File: src/rtl/sdio_data_sequencer.sv
`default_nettype none
// +------------------------------------------------------------------------+
// | Module      : sdio_data_sequencer                                      |
// | Description : CMD53 data-phase sequencer; splits byte/block transfers  |
// |               into PHY activations with gaps, abort and error handling.|
// | Revision    : 1.0                                                      |
// +------------------------------------------------------------------------+
module sdio_data_sequencer #(
  parameter int GAP_CYCLES     = 4,
  parameter int TIMEOUT_CYCLES = 65535
) (
  input  logic       clk_x2,
  input  logic       rst,
  input  logic       i_xfer_start,
  input  logic       i_xfer_write,
  input  logic       i_xfer_block_mode,
  input  logic [8:0] i_xfer_count,
  input  logic [9:0] i_block_size,
  input  logic       i_abort,
  input  logic       i_phy_done,
  input  logic       i_phy_crc_err,
  output logic       o_phy_activate,
  output logic       o_phy_write_flag,
  output logic [9:0] o_phy_data_count,
  output logic       o_busy,
  output logic       o_done,
  output logic       o_error,
  output logic [1:0] o_status,
  output logic [8:0] o_blocks_done
);

  localparam logic [2:0] c_st_idle   = 3'd0;
  localparam logic [2:0] c_st_active = 3'd1;
  localparam logic [2:0] c_st_gap    = 3'd2;
  localparam logic [2:0] c_st_done   = 3'd3;
  localparam logic [2:0] c_st_error  = 3'd4;

  localparam logic [1:0] c_status_ok      = 2'b00;
  localparam logic [1:0] c_status_abort   = 2'b01;
  localparam logic [1:0] c_status_crc     = 2'b10;
  localparam logic [1:0] c_status_timeout = 2'b11;

  localparam logic [15:0] c_timeout  = 16'(TIMEOUT_CYCLES);
  localparam logic [15:0] c_gap_last = 16'(GAP_CYCLES - 1);
  localparam logic [8:0]  c_blk_max  = 9'd511;

  logic [2:0]  r_state;
  logic [8:0]  r_remaining;
  logic        r_infinite;
  logic [15:0] r_timer;
  logic [15:0] r_gap_cnt;

  logic [2:0]  w_next_state;
  logic        w_block_ok;
  logic        w_set_status;
  logic [1:0]  w_status_val;
  logic [9:0]  w_len;
  logic        w_accept;

  assign w_accept = (r_state == c_st_idle) && i_xfer_start;

  // A zero count or size encodes the full 512-byte length.
  always_comb begin
    w_len = 10'd512;
    if (i_xfer_block_mode) begin
      if (i_block_size != 10'd0) w_len = i_block_size;
    end else begin
      if (i_xfer_count != 9'd0) w_len = {1'b0, i_xfer_count};
    end
  end

  always_comb begin
    w_next_state = r_state;
    w_block_ok   = 1'b0;
    w_set_status = 1'b0;
    w_status_val = c_status_ok;
    case (r_state)
      c_st_idle: begin
        if (i_xfer_start) w_next_state = c_st_active;
      end
      c_st_active: begin
        // Abort outranks CRC error and timeout but still credits a clean block.
        if (i_abort) begin
          w_next_state = c_st_done;
          w_set_status = 1'b1;
          w_status_val = c_status_abort;
          w_block_ok   = i_phy_done && !i_phy_crc_err;
        end else if (i_phy_done && i_phy_crc_err) begin
          w_next_state = c_st_error;
          w_set_status = 1'b1;
          w_status_val = c_status_crc;
        end else if (i_phy_done) begin
          w_block_ok = 1'b1;
          if (!r_infinite && (r_remaining == 9'd1)) begin
            w_next_state = c_st_done;
            w_set_status = 1'b1;
            w_status_val = c_status_ok;
          end else begin
            w_next_state = c_st_gap;
          end
        end else if (r_timer == c_timeout) begin
          w_next_state = c_st_error;
          w_set_status = 1'b1;
          w_status_val = c_status_timeout;
        end
      end
      c_st_gap: begin
        if (i_abort) begin
          w_next_state = c_st_done;
          w_set_status = 1'b1;
          w_status_val = c_status_abort;
        end else if (r_gap_cnt == c_gap_last) begin
          w_next_state = c_st_active;
        end
      end
      c_st_done:  w_next_state = c_st_idle;
      c_st_error: w_next_state = c_st_idle;
      default:    w_next_state = c_st_idle;
    endcase
  end

  always_ff @(posedge clk_x2) begin
    if (rst) begin
      r_state          <= c_st_idle;
      r_remaining      <= '0;
      r_infinite       <= 1'b0;
      r_timer          <= '0;
      r_gap_cnt        <= '0;
      o_phy_activate   <= 1'b0;
      o_phy_write_flag <= 1'b0;
      o_phy_data_count <= '0;
      o_busy           <= 1'b0;
      o_done           <= 1'b0;
      o_error          <= 1'b0;
      o_status         <= c_status_ok;
      o_blocks_done    <= '0;
    end else begin
      r_state        <= w_next_state;
      o_busy         <= (w_next_state != c_st_idle);
      o_phy_activate <= (w_next_state == c_st_active);
      o_done         <= (w_next_state == c_st_done);
      o_error        <= (w_next_state == c_st_error);

      // Both counters restart from zero on every entry to their state.
      if (r_state != c_st_active) r_timer <= '0;
      else                        r_timer <= r_timer + 16'd1;
      if (r_state != c_st_gap)    r_gap_cnt <= '0;
      else                        r_gap_cnt <= r_gap_cnt + 16'd1;

      if (w_accept) begin
        o_phy_write_flag <= i_xfer_write;
        o_phy_data_count <= w_len - 10'd1;
        r_remaining      <= i_xfer_block_mode ? i_xfer_count : 9'd1;
        r_infinite       <= i_xfer_block_mode && (i_xfer_count == 9'd0);
        o_blocks_done    <= '0;
        o_status         <= c_status_ok;
      end else begin
        if (w_block_ok) begin
          if (o_blocks_done != c_blk_max) o_blocks_done <= o_blocks_done + 9'd1;
          if (!r_infinite) r_remaining <= r_remaining - 9'd1;
        end
        if (w_set_status) o_status <= w_status_val;
      end
    end
  end

endmodule
`default_nettype wire

File: config.mk
export PLATFORM = sky130hd
export DESIGN_NAME = sdio_data_sequencer
export DESIGN_NICKNAME = d
export VERILOG_FILES = /design/src/rtl/sdio_data_sequencer.sv
export SDC_FILE = /design/constraint.sdc
export NUM_CORES = 1
export LEC_CHECK = 0
export ABC_AREA = 1
export ABC_CLOCK_PERIOD_IN_PS = 1600
export BUFFER_PORTS_ARGS = -buffer_cell sky130_fd_sc_hd__buf_2
export CAP_MARGIN = 20
export CORE_MARGIN = 8
export CORE_UTILIZATION = 52
export CTS_CLUSTER_DIAMETER = 60
export DETAILED_ROUTE_END_ITERATION = 10
export GPL_TIMING_DRIVEN = 1
export PLACE_DENSITY = 0.79
export SYNTH_ARGS = -nofsm -noshare
export SYNTH_HDL_FRONTEND = slang
export SYNTH_SLANG_ARGS = --single-unit
File: constraint.sdc
create_clock -name clk_x2 -period 1.6 [get_ports clk_x2]
set_input_delay 0 -clock clk_x2 [delete_from_list [all_inputs] [get_ports clk_x2]]
set_output_delay 0 -clock clk_x2 [all_outputs]
set_load 0.02 [all_outputs]
==> results by group, run 1 <==
Timing
  • Max Freq: 612.4 MHz
  • Minimum clock period: 1.633 ns
  • Pins Over Slew Limit: 0
  • RSZ-0062 raised after global routing: true
  • Final hold vios: 0
  • Setup ws final: -0.03304 ns
  • Aggregate negative setup slack: -0.03304 ns
  • Slew HR: 75.65%
  • Final setup vio count: 1
  • Slew @ Worst Pin: 0.3618 ns
  • Tcrit/Tclk final: 102.1%
  • Clk_skew: 0.01141 ns

Drt
  • Routed len/inst: 12.47 µm
  • Drt pass-1 iters: 5
  • Post-DRT Antenna Nets: 0
  • Detailed-route via count: 3715
  • DR DRC count: 0
  • Via-to-Cell Ratio: 5.041
  • Initial DRC count: 145
  • Total Wirelength: 9.188 mm

Critical path
  • Required @ worst endpoint: 1.88 ns
  • Worst setup path end: o_blocks_done[3]
  • Critical path type: reg -> reg
  • Worst Setup SP: o_blocks_done[3]
  • RR Endpoint: o_blocks_done[3]
  • Crit-path max FO: 5
  • R2r setup slk: -0.03 ns
  • R2R depth: 11
  • CP Launch Type: flip-flop
  • Worst r2r src: o_blocks_done[3]
  • Worst setup EP type: flip-flop
  • Critical Path AT: 1.92 ns

Synthesis
  • Mapped Area: 0.003802 mm²
  • Syn Nets: 587
  • Synth warn: 0
  • Synth Register Bits: 71
  • Synth unique cells: 45
  • Syn Area/Cell: 6.876 µm²
  • Register area share after synthesis: 37.38%
  • Post-synthesis instance total: 553

Clocking
  • CTS max path bufs: 2
  • Clock transition at path regs: 0.08 ns
  • Clock Tree Root: clkbuf_8
  • TritonCTS Buffers: 9
  • CTS tree: yes
  • Max H-tree Level: 3
  • Clk_lat worst skew: 0.35 ns
  • Sink Count: 71

Placement
  • Placed cell count: 707
  • Placer Congestion: 0.8769
  • Pre-CTS setup slack: -0.006268 ns
  • Post-detail-place hpwl: 6.675 mm
  • IO Port Bufs: 52
  • Post-DP Area: 0.004225 mm²

GRT
  • Global-route wire length before repair: 15.41 mm
  • Gr ovfl total: 0
  • Total GRT Usage: 18.38%
  • Largest net degree at the start of global routing: 19
  • Antenna violations before repair: 0
  • Vias in the first global route: 3572

Pwr
  • Int Pwr: 3.078 mW
  • P per Cell Area: 958.1 mW/mm²
  • P_leak: 2.052 nW
  • Total Power: 4.415 mW
  • Reg power frac: 44.1%
  • Clock power share: 35.0%
  • Psw: 1.337 mW
  • Peak VDD IR: 535.7 µV
  • Comb pwr share: 20.9%
  • Switching share of power: 30.29%

Final layout
  • Final Non-Filler Cells: 737
  • Layout area overhead: 21.19%
  • Antenna diodes: 0
  • Fin nets: 667
  • Final Instance Area: 0.004608 mm²
  • Layout cells sized above 1: 23.82%

Die
  • Site Rows: 31
  • Die width: 101.5 µm
  • Die Ht: 101.5 µm
  • Core footprint: 0.007176 mm²
  • Initial core utilization: 52.99%
  • Io pins: 53
  • Die footprint: 0.01030 mm²

Flow run
  • MaxCap Viol Count: 0

Outcome
  • Failing checks: negative setup slack
  • Status: finished, violations left

Min path
  • HP Class: in -> reg
[power groups by stage]
stage / Sequential (mW) / Combinational, mW / Clock [mW]
3_3_place_gp: 1.99 / 0.878 / 0
3_5_place_dp: 1.99 / 0.901 / 0
6_report: 1.95 / 0.923 / 1.54
4_1_cts: 1.95 / 0.918 / 1.56
5_1_grt: 1.96 / 1.03 / 1.67
2_1_floorplan: 2.04 / 0.597 / 0
[synth_stat cells, drive strengths merged]
cell,instances,area [µm²]
nand2,123,486.7
nor4,2,12.51
o22ai,1,6.260
nor3,12,81.33
xnor2,4,35.03
o21a,3,23.77
o21ai,39,206.5
a21oi,47,257.8
nand3b,1,7.510
ha,7,87.58
nor2,73,342.8
and2,2,12.51
or2,6,37.54
xor2,6,52.55
buf,7,45.03
a22oi,3,22.52
o31ai,1,7.510
dfxtp,71,1421
nor3b,1,12.51
o211ai,1,7.510
inv,93,349.1
nand3,36,195.2
a21boi,1,7.510
clkbuf,1,3.750
a22o,2,17.52
nand4,9,56.30
a31oi,1,6.260
[layer usage]
metal | vias to the layer above | routed length [µm] | global-route usage, % | part of all wire [%]
li1 | 1928 | - | - | -
met1 | 1691 | 4002 | 20.87 | 44
met2 | 82 | 4670 | 32.24 | 51
met3 | 14 | 365 | 3.986 | 4.0
met4 | 0 | 150 | 7.904 | 1.6
met5 | - | 0 | 0 | 0
[cell families after synthesis]
logic type / count (synthesis) / synth area share (%)
DFF: 71 / 37.38
and+or+nand+nor: 265 / 32.74
buffers and inverters: 101 / 10.46
AOI/OAI and AO/OA: 99 / 14.81
adders and majority gates: 7 / 2.303
xor gates and xnor gates: 10 / 2.303
[worst max-delay path: stages (launching register included)]
cell	delay, ns
dfxtp_4	0.38
nand2_2	0.06
inv_2	0.07
nand4_1	0.13
nor3_2	0.18
ha_2	0.21
inv_2	0.05
nand2_4	0.09
nor2_4	0.05
xor2_1	0.19
inv_1	0.07
nor2_2	0.08
[area by class of cell]
class	instances	area, µm²
fill	600	2567
multi-input combinational	382	2034
sequential	71	1431
timing repair buffer	76	455.4
inverter	93	351.6
clock buffer	9	123.9
tap	99	123.9
clock inverter	7	87.58
[state kept, by name, summed over array words and instances (netlist names)]
register,count
r_gap_cnt,16
r_timer,16
o_phy_data_count,10
o_blocks_done,9
r_remaining,9
r_state,3
o_status,2
o_busy,1
o_done,1
o_error,1
o_phy_activate,1
o_phy_write_flag,1
r_infinite,1
[worst min-delay path by stage]
stage	cells past startpoint	start	to	slack, ns
after floorplan	1	i_xfer_write	o_phy_write_flag	0.14
after global placement	2	i_xfer_write	o_phy_write_flag	0.23
after detailed placement	2	i_xfer_write	o_phy_write_flag	0.23
after CTS	4	i_phy_crc_err	o_phy_activate	0.003
after global routing	4	i_phy_crc_err	o_phy_activate	0.05
final	4	i_phy_crc_err	o_phy_activate	0.02
[placed cells by master, fill, tap and decap left out, drive strengths merged, types with 2 or more instances in the layout]
master | synthesis | layout
a21oi | 47 | 47
a22o | 2 | 2
a22oi | 3 | 3
and2 | 2 | 2
buf | 7 | 70
bufinv | 0 | 2
clkbuf | 1 | 9
clkinv | 0 | 4
dfxtp | 71 | 71
dlygate4sd3 | 0 | 6
ha | 7 | 7
inv | 93 | 93
nand2 | 123 | 124
nand3 | 36 | 36
nand4 | 9 | 9
nor2 | 73 | 73
nor3 | 12 | 12
nor4 | 2 | 2
o21a | 3 | 3
o21ai | 39 | 39
or2 | 6 | 6
xnor2 | 4 | 4
xor2 | 6 | 6
[repair_timing]
item / in CTS / in global routing
hold buffers: 6 / 0
setup buffers: 1 / 6
gates cloned: 1 / 0
pin swaps: 2 / 6
gates resized for setup: 1 / 15
endpoints found under the setup margin: 1 / 19
hold endpoints to repair: 8 / 0
[metrics by stage]
stage	utilization, %	hold WS [ns]
after floorplan	-	0.1391
after global placement	58.88	0.2287
after detailed placement	58.88	0.2294
after CTS	62.93	0.003283
after global routing	64.22	0.05084
final	64.22	0.02356
(Power assumes the default switching activity.)
==> run 2, diff against run 1 <==
--- a/config.mk
+++ b/config.mk
@@ -6,15 +6,17 @@
 export NUM_CORES = 1
 export LEC_CHECK = 0
 export ABC_AREA = 1
-export ABC_CLOCK_PERIOD_IN_PS = 1600
+export ABC_CLOCK_PERIOD_IN_PS = 1800
 export BUFFER_PORTS_ARGS = -buffer_cell sky130_fd_sc_hd__buf_2
 export CAP_MARGIN = 20
 export CORE_MARGIN = 8
-export CORE_UTILIZATION = 52
+export CORE_UTILIZATION = 57
 export CTS_CLUSTER_DIAMETER = 60
 export DETAILED_ROUTE_END_ITERATION = 10
 export GPL_TIMING_DRIVEN = 1
-export PLACE_DENSITY = 0.79
+export PLACE_DENSITY = 0.82
+export SLEW_MARGIN = 0
 export SYNTH_ARGS = -nofsm -noshare
 export SYNTH_HDL_FRONTEND = slang
 export SYNTH_SLANG_ARGS = --single-unit
+export TNS_END_PERCENT = 100
==> constraint.sdc (replaced) <==
create_clock -name clk_x2 -period 1.8 [get_ports clk_x2]
set_input_delay 0 -clock clk_x2 [delete_from_list [all_inputs] [get_ports clk_x2]]
set_output_delay 0 -clock clk_x2 [all_outputs]
set_load 0.02 [all_outputs]
==> run 2 against run 1 <==
  * Register-to-register slack improved by 0.20 ns
  * Combinational power fell by 14%
  * Cell area fell by 4.5%
  * Worst setup slack improved by 0.20 ns
  * Highest routed layer unchanged
  * Clock skew fell by 0.0049 ns
  * Largest power group unchanged
  * Global-route usage rose by 0.72 points
  * Total power fell by 13%
  * Sequential share of layout area rose by 1.3 points
  * Via count fell by 1.2%
  * The run now ends clean
  * Clock power fell by 14%
  * Critical path depth fell by 1
==> results by group, run 2 (synthesized netlist as in run 1, its figures left out) <==
Outcome
  • Status: completed

Timing
  • Slew @ Worst Pin: 0.3805 ns
  • Pins Over Slew Limit: 0
  • Clk_skew: 0.006552 ns
  • Max Freq: 614.1 MHz
  • Slew HR: 74.60%
  • Minimum clock period: 1.628 ns
  • Aggregate negative setup slack: 0 ns
  • RSZ-0062 raised after global routing: false
  • Tcrit/Tclk final: 90.47%
  • Final hold vios: 0
  • Final setup vio count: 0
  • Setup ws final: 0.1715 ns

Die
  • Die width: 97.68 µm
  • Site Rows: 29
  • Die Ht: 97.68 µm
  • Core footprint: 0.006386 mm²
  • Initial core utilization: 59.54%
  • Io pins: 53
  • Die footprint: 0.009540 mm²

Final layout
  • Filler cell count: 535
  • Final Non-Filler Cells: 698
  • Antenna diodes: 0
  • Most frequent cells in the layout: 119 x nand2_1, 82 x inv_1, 70 x dfxtp_1, 57 x nor2_1, 52 x buf_2
  • Layout area overhead: 15.70%
  • Most common cell after layout, fill and taps aside: nand2_1
  • Fin nets: 650
  • Layout cells sized above 1: 19.48%
  • Biggest regs: r_gap_cnt: 16 flops, r_timer: 16 flops, o_phy_data_count: 10 flops

Critical path
  • Cell mode on critical path: ha_1
  • Critical path type: reg -> reg
  • Slowest stage cell, crit path: dfxtp_1
  • CP Launch Type: flip-flop
  • Critical Path AT: 1.87 ns
  • Crit-path max FO: 10
  • Required @ worst endpoint: 2.04 ns
  • Slowest cell delay on critical path: 0.34 ns
  • Worst setup EP type: flip-flop
  • CP top delay family: simple AND/OR/NAND/NOR gates
  • CP cell instances: ha_1 -> nand4_1 -> nor3_2 -> ha_1 -> inv_1 -> nand2_4 -> nor2_4 -> nand2_1 -> o21ai_1 -> a21oi_1
  • CP Buf/Inv Count: 1

Clocking
  • CTS tree: yes
  • Post-CTS setup buffers: 0
  • Clk_lat worst skew: 0.35 ns
  • Max H-tree Level: 3
  • Sink Count: 71
  • Clock Tree Root: clkbuf_8
  • TritonCTS Buffers: 9
  • CTS max path bufs: 2
  • Clock transition at path regs: 0.08 ns

Drt
  • Detailed-route via count: 3671
  • Drt pass-1 iters: 6
  • Via-to-Cell Ratio: 5.259
  • Routed len/inst: 12.79 µm
  • Post-DRT Antenna Nets: 0
  • Initial DRC count: 218
  • DR DRC count: 0
  • Total Wirelength: 8.926 mm

Placement
  • Placed cell count: 676
  • Post-detail-place hpwl: 6.634 mm
  • Placer Congestion: 0.8873
  • IO Port Bufs: 52
  • Pre-CTS setup slack: 0.1656 ns

Pwr
  • P_leak: 1.973 nW
  • P per Cell Area: 876.6 mW/mm²
  • Total Power: 3.856 mW
  • Peak VDD IR: 656.3 µV

GRT
  • Largest net degree at the start of global routing: 19
  • Antenna violations before repair: 0
  • Total GRT Usage: 19.10%
  • Global-route wire length before repair: 15.52 mm
  • Vias in the first global route: 3556
  • Gr ovfl total: 0

Min path
  • HP Class: in -> reg

Flow run
  • MaxCap Viol Count: 0
[run 2: report_power, final]
group	switching [mW]	total, mW	internal [mW]	leakage (nW)
Combinational	0.510	0.790	0.280	1.29
Clock	0.619	1.33	0.713	0.105
Sequential	0.0699	1.73	1.66	0.578
[run 2: final timing paths]
path                                       start               end  slack (ns)  cells after the start
worst max register to register  o_blocks_done[0]  o_blocks_done[7]        0.17                     10
worst min-delay path               i_phy_crc_err    o_phy_activate        0.02                      4
worst min register to register        r_timer[0]        r_timer[0]        0.45                      1
worst max-delay path            o_blocks_done[0]  o_blocks_done[7]        0.17                     10
[run 2: layout make-up]
type | instances | area [µm²] | area share [%]
sequential | 71 | 1423 | 32.34
clock buffer | 11 | 151.4 | 3.441
multi-input combinational | 381 | 1988 | 45.19
inverter | 93 | 349.1 | 7.935
clock inverter | 5 | 56.30 | 1.280
timing repair buffer | 60 | 335.3 | 7.622
tap | 77 | 96.34 | 2.190
[run 2: repair_timing]
| item | in CTS | in global routing |
|---|---|---|
| gates resized for setup | 0 | 2 |
| endpoints found under the setup margin | 0 | 4 |
| hold endpoints to repair | 8 | 0 |
| hold buffers | 6 | 0 |
[run 2: per-layer routing]
metal | global-route usage [%] | vias to the layer above | wire [µm]
li1 | - | 1889 | -
met4 | 6.760 | 0 | 185
met3 | 6.117 | 22 | 521
met1 | 22.62 | 1647 | 3997
met2 | 31.45 | 113 | 4221
met5 | 0 | - | 0
[run 2: worst min-delay path: stages]
cell	delay, ns
buf_2	0.10
a21oi_1	0.07
nand2_1	0.08
a21oi_1	0.07
[run 2: stage by stage]
stage / cell area, µm² / util [%] / hold WS, ns
after floorplan: 3802 / - / 0.1391
after global placement: 4125 / 64.60 / 0.2367
after detailed placement: 4125 / 64.60 / 0.2335
after CTS: 4393 / 68.79 / 0.007875
after global routing: 4399 / 68.89 / 0.04254
final: 4399 / 68.89 / 0.01627
==> run 3, diff against run 2 <==
--- a/config.mk
+++ b/config.mk
@@ -5,12 +5,11 @@
 export SDC_FILE = /design/constraint.sdc
 export NUM_CORES = 1
 export LEC_CHECK = 0
-export ABC_AREA = 1
 export ABC_CLOCK_PERIOD_IN_PS = 1800
 export BUFFER_PORTS_ARGS = -buffer_cell sky130_fd_sc_hd__buf_2
 export CAP_MARGIN = 20
 export CORE_MARGIN = 8
-export CORE_UTILIZATION = 57
+export CORE_UTILIZATION = 56
 export CTS_CLUSTER_DIAMETER = 60
 export DETAILED_ROUTE_END_ITERATION = 10
 export GPL_TIMING_DRIVEN = 1
==> run 3 against run 2 <==
  * Synthesized cell count is 26% lower
  * Sequential power hardly changed
  * Synthesized area is 9.4% lower
  * Core utilization is 3.3 points higher
  * Fmax is 8.5% lower
  * Global-route usage is 0.21 points higher
  * Sequential cell count stayed put
  * Register-to-register slack worse by 0.15 ns
  * Critical endpoint is now o_phy_activate
  * Largest power group unchanged
  * Highest routed layer unchanged
==> results by group, run 3 <==
Critical path
  • CP Launch Type: flip-flop
  • Worst setup EP type: flip-flop
  • Critical Path AT: 2.06 ns
  • Crit-path max FO: 4
  • Required @ worst endpoint: 2.08 ns
  • Critical path type: reg -> reg

Drt
  • DR DRC count: 0
  • Post-DRT Antenna Nets: 0
  • Total Wirelength: 8.365 mm
  • Via-to-Cell Ratio: 5.693
  • Initial DRC count: 217
  • Routed len/inst: 14.91 µm
  • Drt pass-1 iters: 4
  • Detailed-route via count: 3194

Placement
  • IO Port Bufs: 52
  • Pre-CTS setup slack: -0.02053 ns
  • Post-detail-place hpwl: 5.927 mm
  • Post-DP Area: 0.003894 mm²
  • Placer Congestion: 0.8689

Timing
  • Max Freq: 562.2 MHz
  • Pins Over Slew Limit: 0
  • Slew @ Worst Pin: 0.5603 ns
  • Setup ws final: 0.02113 ns
  • Minimum clock period: 1.779 ns
  • Final setup vio count: 0
  • RSZ-0062 raised after global routing: true
  • Final hold vios: 0
  • Slew HR: 62.65%
  • Tcrit/Tclk final: 98.83%
  • Clk_skew: 0.01088 ns
  • Hold WS: 0.02782 ns

Synthesis
  • Synth Register Bits: 71
  • Register area share after synthesis: 41.26%
  • Syn Nets: 442
  • Syn Area/Cell: 8.443 µm²
  • Mapped Area: 0.003445 mm²
  • Post-synthesis instance total: 408
  • Synth area leaders: dfxtp_1 41%, nor2_1 6.8%, xor2_1 6.1%
  • Area leader, netlist: dfxtp_1
  • Post-synth top area share: 41.26%
  • Async set-reset flop share out of synthesis: 0%
  • Synth unique cells: 49
  • Synth warn: 0
  • Top FF cell, synth: dfxtp_1
  • Post-synth EDFFs: 0
  • Synth cell count leaders: 71 x dfxtp_1, 62 x nor2_1, 36 x nand2_1
  • Most common cell in the synthesized netlist: dfxtp_1

Clocking
  • CTS max path bufs: 2
  • Clock Tree Root: clkbuf_8
  • TritonCTS Buffers: 9
  • Clk_lat worst skew: 0.34 ns
  • CTS tree: yes
  • Clock transition at path regs: 0.08 ns
  • Sink Count: 71
  • Max H-tree Level: 3

GRT
  • Global-route wire length before repair: 13.97 mm
  • Gr ovfl total: 0
  • Vias in the first global route: 3184
  • Antenna violations before repair: 0
  • Largest net degree at the start of global routing: 32
  • Total GRT Usage: 19.30%

Final layout
  • Antenna diodes: 0
  • Most common cell after layout, fill and taps aside: dfxtp_1
  • Layout cells sized above 1: 23.66%
  • Layout area overhead: 24.01%
  • Fin nets: 515
  • Biggest regs: r_gap_cnt: 16 flops, r_timer: 16 flops, o_phy_data_count: 10 flops
  • Most frequent cells in the layout: 68 x dfxtp_1, 62 x nor2_1, 52 x buf_2, 35 x nand2_1
  • Register Area: 0.001428 mm²
  • Final Instance Area: 0.004272 mm²
  • Area occupied by multi-input gates: 0.001969 mm²
  • Filler cell count: 437

Pwr
  • P_leak: 1.642 nW
  • Peak VDD IR: 648.9 µV
  • P per Cell Area: 937.9 mW/mm²

Die
  • Core footprint: 0.005921 mm²
  • Die width: 94.43 µm
  • Die footprint: 0.008917 mm²
  • Site Rows: 28
  • Initial core utilization: 58.18%
  • Io pins: 53
  • Die Ht: 94.43 µm

Outcome
  • Status: completed

Flow run
  • MaxCap Viol Count: 0

Min path
  • HP Class: in -> reg
==> run 3: changes by cell type after synthesis, sizes merged, moves of 6 or more <==
cell,delta
a211oi,+6
a21oi,-23
clkbuf,+12
inv,-81
mux2i,+11
nand2,-86
nand3,-15
nor2,-11
o21ai,-31
xnor2,+15
xor2,+18
==> run 3: path summary, 6_finish.rpt <==
| check | start | cells after the start | slack, ns | endpoint |
|---|---|---|---|---|
| min reg2reg | o_phy_data_count[5] | 2 | 0.45 | o_phy_data_count[5] |
| min | i_xfer_count[8] | 3 | 0.03 | r_remaining[8] |
| max | r_remaining[4] | 5 | 0.02 | o_phy_activate |
| max reg2reg | r_remaining[4] | 5 | 0.02 | o_phy_activate |
==> run 3: where the power goes <==
| part | total (mW) | switching, mW | internal, mW |
|---|---|---|---|
| Clock | 1.51 | 0.594 | 0.919 |
| Combinational | 0.766 | 0.445 | 0.321 |
| Sequential | 1.73 | 0.0639 | 1.66 |
| Total | 4.01 | 1.10 | 2.90 |
==> run 3: what timing repair did <==
action                                  in CTS  in global routing
gates resized for setup                      1                 16
hold buffers                                 5                  0
endpoints found under the setup margin       2                 15
pin swaps                                    0                  9
endpoints found under the hold margin        5                  0
buffers inserted                             0                  3
==> run 3: layout make-up <==
class                   count  share of cell area, %
inverters                  12                  1.054
well taps                  75                  2.197
clock buffers              10                  2.988
multi-input cells         307                  46.10
repair buffers             80                  11.69
clock inverters             6                  2.548
flip-flops and latches     71                  33.42
==> run 3: worst max-delay path, cell delays in order (launching register included) <==
cell	delay (ns)
dfxtp_1	0.35
or4_1	0.58
nor4_2	0.34
nand3b_1	0.15
o211ai_1	0.12
and3_1	0.17
==> run 3: metrics by stage <==
stage / utilization [%] / power (mW) / instances / setup TNS [ns]
after floorplan: - / 2.238 / 408 / -0.05110
after global placement: 65.77 / 2.459 / 537 / 0
after detailed placement: 65.77 / 2.485 / 537 / -0.02053
after CTS: 70.65 / 4.010 / 558 / 0
after global routing: 72.15 / 4.188 / 561 / -0.1012
final: 72.15 / 4.006 / 561 / 0
==> run 3: kinds of logic (layout without fill, tap and decap cells) <==
kind of cell / Yosys count / count (layout) / share of synthesized area, %
fa+ha+maj: 7 / 7 / 2.543
xor+xnor: 43 / 43 / 10.93
compound gates: 57 / 57 / 10.61
mux: 11 / 11 / 3.197
buf+inv: 30 / 108 / 3.778
flops: 71 / 71 / 41.26
simple gates: 189 / 189 / 27.68
==> run 3: routing by layer <==
| layer | global-route usage (%) | part of all wire (%) | vias up | wire length, µm |
|---|---|---|---|---|
| li1 | - | - | 1578 | - |
| met1 | 21.53 | 43 | 1515 | 3633 |
| met2 | 33.95 | 50 | 93 | 4194 |
| met3 | 6.190 | 5.7 | 8 | 476 |
| met4 | 6.077 | 0.72 | 0 | 60 |
| met5 | 0 | 0 | - | 0 |
